### src/rtl/xadc_drp_sampler.sv
// XADC DRP sampler: on each end-of-conversion, reads the voltage and current result registers
// over DRP and presents the 12-bit samples on two independent AXI-Stream outputs.
`timescale 1ns/1ps

module xadc_drp_sampler #(
  parameter logic [6:0]  VOLTAGE_ADDR = 7'h13,
  parameter logic [6:0]  CURRENT_ADDR = 7'h1B,
  parameter int unsigned DRDY_TIMEOUT = 63
) (
  input  logic        clk,
  input  logic        rst,
  input  logic        eoc,
  output logic        drp_den,
  output logic        drp_dwe,
  output logic [6:0]  drp_daddr,
  output logic [15:0] drp_di,
  input  logic [15:0] drp_do,
  input  logic        drp_drdy,
  output logic        voltage_tvalid,
  input  logic        voltage_tready,
  output logic [15:0] voltage_tdata,
  output logic        current_tvalid,
  input  logic        current_tready,
  output logic [15:0] current_tdata,
  output logic [15:0] overrun_count,
  output logic [15:0] timeout_count
);

  // state  | meaning
  // IDLE   | waiting for eoc
  // RD_V   | DRP read strobe, voltage address
  // WAIT_V | waiting for drdy of voltage read
  // RD_I   | DRP read strobe, current address
  // WAIT_I | waiting for drdy of current read
  // PUSH   | hand the pair to the streams, or drop it
  typedef enum logic [2:0] {
    S_IDLE   = 3'd0,
    S_RD_V   = 3'd1,
    S_WAIT_V = 3'd2,
    S_RD_I   = 3'd3,
    S_WAIT_I = 3'd4,
    S_PUSH   = 3'd5
  } state_t;

  localparam int unsigned TW = (DRDY_TIMEOUT > 1) ? $clog2(DRDY_TIMEOUT) : 1;
  localparam logic [TW-1:0] TMR_LOAD = TW'((DRDY_TIMEOUT > 0) ? DRDY_TIMEOUT - 1 : 0);

  state_t         state, state_nx;
  logic [TW-1:0]  tmr;
  logic [11:0]    hold_v, hold_i;
  logic           cap_v, cap_i, timeout_hit, push;
  logic           push_ok, push_drop, eoc_ovr;
  logic [1:0]     ovr_inc;
  logic [16:0]    ovr_sum;
  logic           unused_drp_lsb;

  assign drp_dwe        = 1'b0;
  assign drp_di         = 16'h0000;
  assign unused_drp_lsb = ^drp_do[3:0];

  always_ff @(posedge clk or negedge rst) begin
    if (!rst) state <= S_IDLE;
    else      state <= state_nx;
  end

  // drdy is accepted for DRDY_TIMEOUT-1 wait cycles, so a missing response is
  // counted DRDY_TIMEOUT cycles after the den strobe.
  always_comb begin
    state_nx    = state;
    drp_den     = 1'b0;
    drp_daddr   = 7'h00;
    cap_v       = 1'b0;
    cap_i       = 1'b0;
    timeout_hit = 1'b0;
    push        = 1'b0;
    case (state)
      S_IDLE: begin
        if (eoc) state_nx = S_RD_V;
      end
      S_RD_V: begin
        drp_den   = 1'b1;
        drp_daddr = VOLTAGE_ADDR;
        state_nx  = S_WAIT_V;
      end
      S_WAIT_V: begin
        if (drp_drdy) begin
          cap_v    = 1'b1;
          state_nx = S_RD_I;
        end else if (tmr <= TW'(1)) begin
          timeout_hit = 1'b1;
          state_nx    = S_IDLE;
        end
      end
      S_RD_I: begin
        drp_den   = 1'b1;
        drp_daddr = CURRENT_ADDR;
        state_nx  = S_WAIT_I;
      end
      S_WAIT_I: begin
        if (drp_drdy) begin
          cap_i    = 1'b1;
          state_nx = S_PUSH;
        end else if (tmr <= TW'(1)) begin
          timeout_hit = 1'b1;
          state_nx    = S_IDLE;
        end
      end
      S_PUSH: begin
        push     = 1'b1;
        state_nx = S_IDLE;
      end
      default: state_nx = S_IDLE;
    endcase
  end

  always_ff @(posedge clk or negedge rst) begin
    if (!rst) begin
      tmr <= '0;
    end else if (state == S_RD_V || state == S_RD_I) begin
      tmr <= TMR_LOAD;
    end else if (tmr != '0) begin
      tmr <= tmr - TW'(1);
    end
  end

  always_ff @(posedge clk or negedge rst) begin
    if (!rst) begin
      hold_v <= 12'h000;
      hold_i <= 12'h000;
    end else begin
      if (cap_v) hold_v <= drp_do[15:4];
      if (cap_i) hold_i <= drp_do[15:4];
    end
  end

  // A pair is only published when both streams are empty, keeping V and I aligned.
  assign push_ok   = push && !voltage_tvalid && !current_tvalid;
  assign push_drop = push && !push_ok;
  assign eoc_ovr   = eoc && (state != S_IDLE);
  assign ovr_inc   = {1'b0, eoc_ovr} + {1'b0, push_drop};
  assign ovr_sum   = {1'b0, overrun_count} + {15'd0, ovr_inc};

  always_ff @(posedge clk or negedge rst) begin
    if (!rst) begin
      voltage_tvalid <= 1'b0;
      voltage_tdata  <= 16'h0000;
    end else if (push_ok) begin
      voltage_tvalid <= 1'b1;
      voltage_tdata  <= {4'h0, hold_v};
    end else if (voltage_tvalid && voltage_tready) begin
      voltage_tvalid <= 1'b0;
    end
  end

  always_ff @(posedge clk or negedge rst) begin
    if (!rst) begin
      current_tvalid <= 1'b0;
      current_tdata  <= 16'h0000;
    end else if (push_ok) begin
      current_tvalid <= 1'b1;
      current_tdata  <= {4'h0, hold_i};
    end else if (current_tvalid && current_tready) begin
      current_tvalid <= 1'b0;
    end
  end

  always_ff @(posedge clk or negedge rst) begin
    if (!rst) begin
      overrun_count <= 16'h0000;
      timeout_count <= 16'h0000;
    end else begin
      overrun_count <= ovr_sum[16] ? 16'hFFFF : ovr_sum[15:0];
      if (timeout_hit && timeout_count != 16'hFFFF)
        timeout_count <= timeout_count + 16'd1;
    end
  end

endmodule

### config.mk
export PLATFORM = sky130hd
export DESIGN_NAME = xadc_drp_sampler
export DESIGN_NICKNAME = d
export VERILOG_FILES = /design/src/rtl/xadc_drp_sampler.sv
export SDC_FILE = /design/constraint.sdc
export NUM_CORES = 1
export LEC_CHECK = 0
export CAP_MARGIN = 30
export CORE_AREA = 4 4 99 101
export DETAILED_ROUTE_END_ITERATION = 7
export DIE_AREA = 0 0 103 105
export PLACE_DENSITY = 0.78
export SKIP_CTS_REPAIR_TIMING = 1
export SYNTH_ARGS = -nofsm -noshare
export SYNTH_HDL_FRONTEND = slang
export SYNTH_SLANG_ARGS = --single-unit
export TNS_END_PERCENT = 10
### constraint.sdc
create_clock -name clk -period 2.8 [get_ports clk]
set_input_delay 0.42 -clock clk [delete_from_list [all_inputs] [get_ports clk]]
set_output_delay 0.42 -clock clk [all_outputs]
set_load 0.005 [all_outputs]
==> flow_summary.ini, run 1 <==
[clock_tree]
cts.clk_slew.worst_paths_ns = 0.09
clock_path_buffers = 2
ctsRootBufferMaster = clkbuf_8
cts_made_buffers = 9
htree_levels = 3
tritoncts = done
insertion_delay_ns = 0.35
cts_sinks = 91

[global_routing]
use_met1_pct = 21.0
grt_use_met3_pct = 3.14
antenna_found_initial = 0
grt.busiest_layer = met2
grt_remaining_overflow = 0
grt_pass1_wl_um = 13200
grt_use_met2_pct = 24.1
grt_pass1_vias = 2666
grt_usage_pct = 15.4
grt_max_degree = 92

[finish]
regArea_um2 = 2280
final_core_util_pct = 57.4
layout_common_cells = dfrtp_1, clkdlybuf4s50_1, mux2_2
instances_no_fill = 528
multi_input_area_um2 = 1700
post_route_cells_drive_above_1_share_pct = 19.4
final_common_cell = dfrtp_1
fin_nets = 439
syn_to_final_growth_pct = 23.3
antenna_cells = 0
fillers = 773

[routing]
vias = 2693
ant_nets = 0
via_per_inst = 5.10
wl_per_cell_um = 15.0
wl_um = 7940
dr.pass1.iters = 6
route.detailed.drc = 0
drt_iter0_drc = 116

[place]
gp_congestion = 0.813
numPortBuffers = 80
dp_cells = 512
hpwl_um = 5600

[pwr]
p_sw_mw = 1.27
intPower_mw = 3.05
p_sw_share_pct = 29.4
power_frac_clock_pct = 20.7
p_comb_share_pct = 31.9
p_total_mw = 4.32
leakage_nw = 2.34
p_per_area_nw_per_um2 = 834
ir_drop_mv = 0.350
p_seq_share_pct = 47.4

[synth]
syn-cell-area_um2 = 4200
synth-seq-cells = 91
yosysUniqueCellTypes = 46
synth-edff-count = 0
syn_inst = 332
ys_warn_count = 0
async_flop_share_pct = 100
synth_ff_type = dfrtp_1
syn_area_per_cell_um2 = 12.6
ys_seq_area_share_pct = 54.2

[timing]
finalCritPeriodShare_pct = 87.5
tightest_slew_ns = 0.536
fmax_ghz = 0.408
tns_ns = 0
setup_viol = 0
fin_skew_ns = 0.0110
maxSlewHeadroom_pct = 64.1
min_period_ns = 2.45
hold_ws_ns = 0.0860
drv_slew = 0
grt_setup_unrepaired = false
finalHoldViolations = 0

[critical_path]
r2r_slack_ns = 0.44
crit_start = state[2]$_DFFE_PN0P_
path_class = reg -> out
cpLargestDelayFamily = buffers and inverters
crit_chain = nand2b_1 -> inv_1 -> and2_1 -> clkdlybuf4s50_1
cp-end-kind = primary output
cp_num_buf_inv = 2
slowest_delay_ns = 0.53
critPathSlowestCell = clkdlybuf4s50_1
rr_worst_depth = 7
rr_startpoint = state[1]$_DFFE_PN0P_
r2r_end = overrun_count[5]$_DFF_PN0_
critPathArrivalTime_ns = 2.03
cp_max_fo = 10
start_kind = flop
required_ns = 2.38

[die]
core_region_area_um2 = 9020
fp.dieH_um = 105
die_area_um2 = 10800
start_util_pct = 46.5
die_width_um = 103
io_pins = 113
rows = 35

[run]
max-cap-violations = 0

[outcome]
status = complete, no violations

[hold_path]
hp-class = in -> async
-- power by group through the flow --
stage / logic (mW) / clock network, mW / registers, mW
floorplan: 0.837 / 0 / 2.00
global placement: 1.35 / 0 / 2.05
detailed placement: 1.40 / 0 / 2.08
CTS: 1.41 / 0.926 / 2.05
global route: 1.51 / 0.985 / 2.11
finish: 1.38 / 0.894 / 2.05
-- kinds of logic after synthesis --
kind of cell | count (synthesis) | synth area share (%)
xor+xnor | 26 | 5.60
compound gates | 23 | 4.26
other cells | 1 | 0.0893
mux | 51 | 13.7
flops | 91 | 54.2
fa+ha+maj | 5 | 1.67
simple gates | 87 | 12.7
buf+inv | 48 | 7.75
-- stage by stage --
step                cell area [um2]  setup slack [ns]
global route                   5180             0.201
CTS                            5180             0.293
finish                         5180             0.350
global placement               4980             0.337
floorplan                      4300             0.557
detailed placement             4980             0.273
-- synth_stat cells, types with 3 or more instances --
cell      count  share of area (%)
dfrtp_1      91                 54
mux2_2       49                 13
buf_4        32                5.7
nand2_1      23                2.1
nand3_1      15                1.8
xnor2_1      14                2.9
xor2_1       11                2.3
nand4_1       7                1.0
nor2_1        7               0.63
and3_1        6               0.89
buf_2         6               0.72
inv_1         6               0.54
a21oi_1       5               0.60
nand2b_1      5               0.75
o21ai_0       5               0.60
and2_1        4               0.60
and4_1        4               0.83
ha_1          4                1.2
a31oi_1       3               0.45
nand4b_1      3               0.63
-- routing by layer --
layer | up-vias | share of wire [%]
li1 | 1250 | -
met1 | 1360 | 44
met2 | 71 | 50
met3 | 12 | 4.3
met4 | 0 | 1.7
met5 | - | 0
-- worst reg2reg max path, cell delays in order, from the launching register on --
cell,delay (ns)
dfrtp_1,0.49
nand2b_1,0.22
nor3b_1,0.26
fa_1,0.24
ha_1,0.17
and4_1,0.23
nand4_1,0.45
o21ai_0,0.23
-- worst max-delay path by stage --
stage	endpoint	slack, ns	cells after the start
2_1_floorplan	overrun_count[10]$_DFF_PN0_	0.56	9
3_3_place_gp	overrun_count[5]$_DFF_PN0_	0.34	7
3_5_place_dp	overrun_count[5]$_DFF_PN0_	0.27	7
4_1_cts	drp_daddr[3]	0.29	4
5_1_grt	drp_daddr[3]	0.20	4
6_report	drp_daddr[3]	0.35	4
-- sequential cells by signal, indices dropped and copies added (netlist names), 3 cells and up --
signal	flops
hold_i	12
voltage_tdata	12
overrun_count	16
tmr	6
timeout_count	16
current_tdata	12
hold_v	12
state	3
-- final cells by class --
class	instances	share of cell area [%]
multi-input combinational	220	32.8
inverter	6	0.435
clock buffer	10	2.46
sequential	91	44.0
clock inverter	6	1.43
tap	111	2.68
timing repair buffer	84	16.2
Power figures use the tool's default switching activity.
==> inputs of run 2 (changes only) <==
HOLD_SLACK_MARGIN = 0.02   (was unset)
==> results of run 2 <==
Final layout, timing and power as in run 1 (identical DEF).
==> inputs of run 3 (changes only) <==
SLEW_MARGIN = 5   (was unset)
==> results of run 3 <==
Final layout, timing and power as in run 1 (identical DEF).
==> variant: new RTL, flow settings as in run 1 <==
The parameter `DRDY_TIMEOUT` goes from 63 to 126.
--- a/src/rtl/xadc_drp_sampler.sv
+++ b/src/rtl/xadc_drp_sampler.sv
@@ -5,7 +5,7 @@
 module xadc_drp_sampler #(
   parameter logic [6:0]  VOLTAGE_ADDR = 7'h13,
   parameter logic [6:0]  CURRENT_ADDR = 7'h1B,
-  parameter int unsigned DRDY_TIMEOUT = 63
+  parameter int unsigned DRDY_TIMEOUT = 126
 ) (
   input  logic        clk,
   input  logic        rst,
Behaviour: no difference found for any inputs over 10 cycles, from zero or initial values and one cycle with rst low; that may be too few to reach the edited logic, so the function may still have changed.
==> variant against run 1 <==
  * Final cell count is 3.6% higher
  * Area after synthesis is 0.18% higher
  * Routed wire length up 3.3%
  * Sequential cell count grew 1
  * Clock skew up 0.0012 ns
  * Critical path depth stayed put
  * Setup slack got worse by 0.046 ns
  * Power grew 2.6%
  * Highest routed layer unchanged
  * Final area up 0.82%
  * Clock power is 2.9% higher
==> variant: results (changes against run 1) <==
placed cell count 531 (was 512); Area contributors post-synth dfrtp_1, mux2_2, buf_4, xnor2_1, nand2_1 (was dfrtp_1, mux2_2, buf_4, xnor2_1, xor2_1); nets 459 (was 439); skew final 0.0123 ns (was 0.0110 ns); RePlAce Congestion 0.813 (about the same); Synth top cells by count dfrtp_1, mux2_2, buf_4 (unchanged); share of post-route cells with drive strength above 1 17.4% (was 19.4%); dpl ws 0.403 ns (was 0.273 ns); Post-Syn Instances 348 (was 332); Synth cell types 45 (was 46); GRT Total Usage 15.6% (was 15.4%); first-pass GRT wire length 13,400 um (was 13,200 um); number of global-route vias before repair 2,709 (was 2,666); CP Max Fanout 11 (was 10); most common cell in the synthesized netlist dfrtp_1 (unchanged); maximum vdd drop 0.000556 V (was 0.000350 V); Detailed Place HPWL 5990 um (was 5600 um); 1st-iter DRT viols 105 (was 116); result of the run finished, final reports clean (unchanged); routed vias/inst 5.05 (was 5.10); drt pass-1 iters 4 (was 6); Slew HR 63.3% (was 64.1%); Leakage 2.32 nW (was 2.34 nW); routed wire length 8200 um (was 7940 um); Seq/Total Area, Yosys 54.7% (was 54.2%); Placed Area 0.00501 mm2 (was 0.00498 mm2); Non-Filler Instances 547 (was 528); largest net degree at the start of global routing 51 (was 92)
variant: report_power, final:
group | internal (W) | total, W | switching, W
registers | 0.00177 | 0.00211 | 0.000340
logic | 0.000913 | 0.00140 | 0.000491
clock network | 0.000427 | 0.000920 | 0.000493
variant: per-layer routing:
layer | track usage (%) | vias to the layer above | wire [um]
li1 | - | 1312 | -
met1 | 20.3 | 1365 | 3450
met2 | 25.2 | 82 | 4240
met3 | 4.14 | 2 | 463
met4 | 4.72 | 0 | 32
met5 | 0 | - | 0
variant: final cells by class:
type	instances	area, um2
Timing Repair Buffer	85	848
Fill cell	755	3800
Clock buffer	9	124
Sequential cell	92	2300
Tap cell	111	139
Inverter	8	30.0
Clock inverter	7	82.6
Multi-Input combinational cell	235	1690
variant: cell families after synthesis:
logic type | share of synthesized area [%]
DFF | 54.7
and+or+nand+nor | 12.2
AOI/OAI and AO/OA | 4.26
xor gates and xnor gates | 5.62
muxes | 13.6
adders and majority gates | 1.96
buffers and inverters | 7.50
other | 0.0892
variant: worst max-delay path, stage by stage (launching register included):
cell             delay [ns]
dfrtp_1                0.50
nand2b_1               0.28
inv_1                  0.22
and2_1                 0.21
clkdlybuf4s50_1        0.53
variant: final timing paths:
check | start | to | slack (ns) | depth (start not counted)
max reg2reg | state[1]$_DFFE_PN0P_ | overrun_count[4]$_DFF_PN0_ | 0.48 | 9
max in group asynchronous | rst | hold_v[7]$_DFFE_PN0P_ | 2.11 | 2
min | rst | tmr[5]$_DFFE_PN0P_ | 0.04 | 1
min reg2reg | timeout_count[6]$_DFFE_PN0P_ | timeout_count[6]$_DFFE_PN0P_ | 0.50 | 1
max | state[2]$_DFFE_PN0P_ | drp_daddr[3] | 0.30 | 4
min in group clk | timeout_count[6]$_DFFE_PN0P_ | timeout_count[6]$_DFFE_PN0P_ | 0.50 | 1
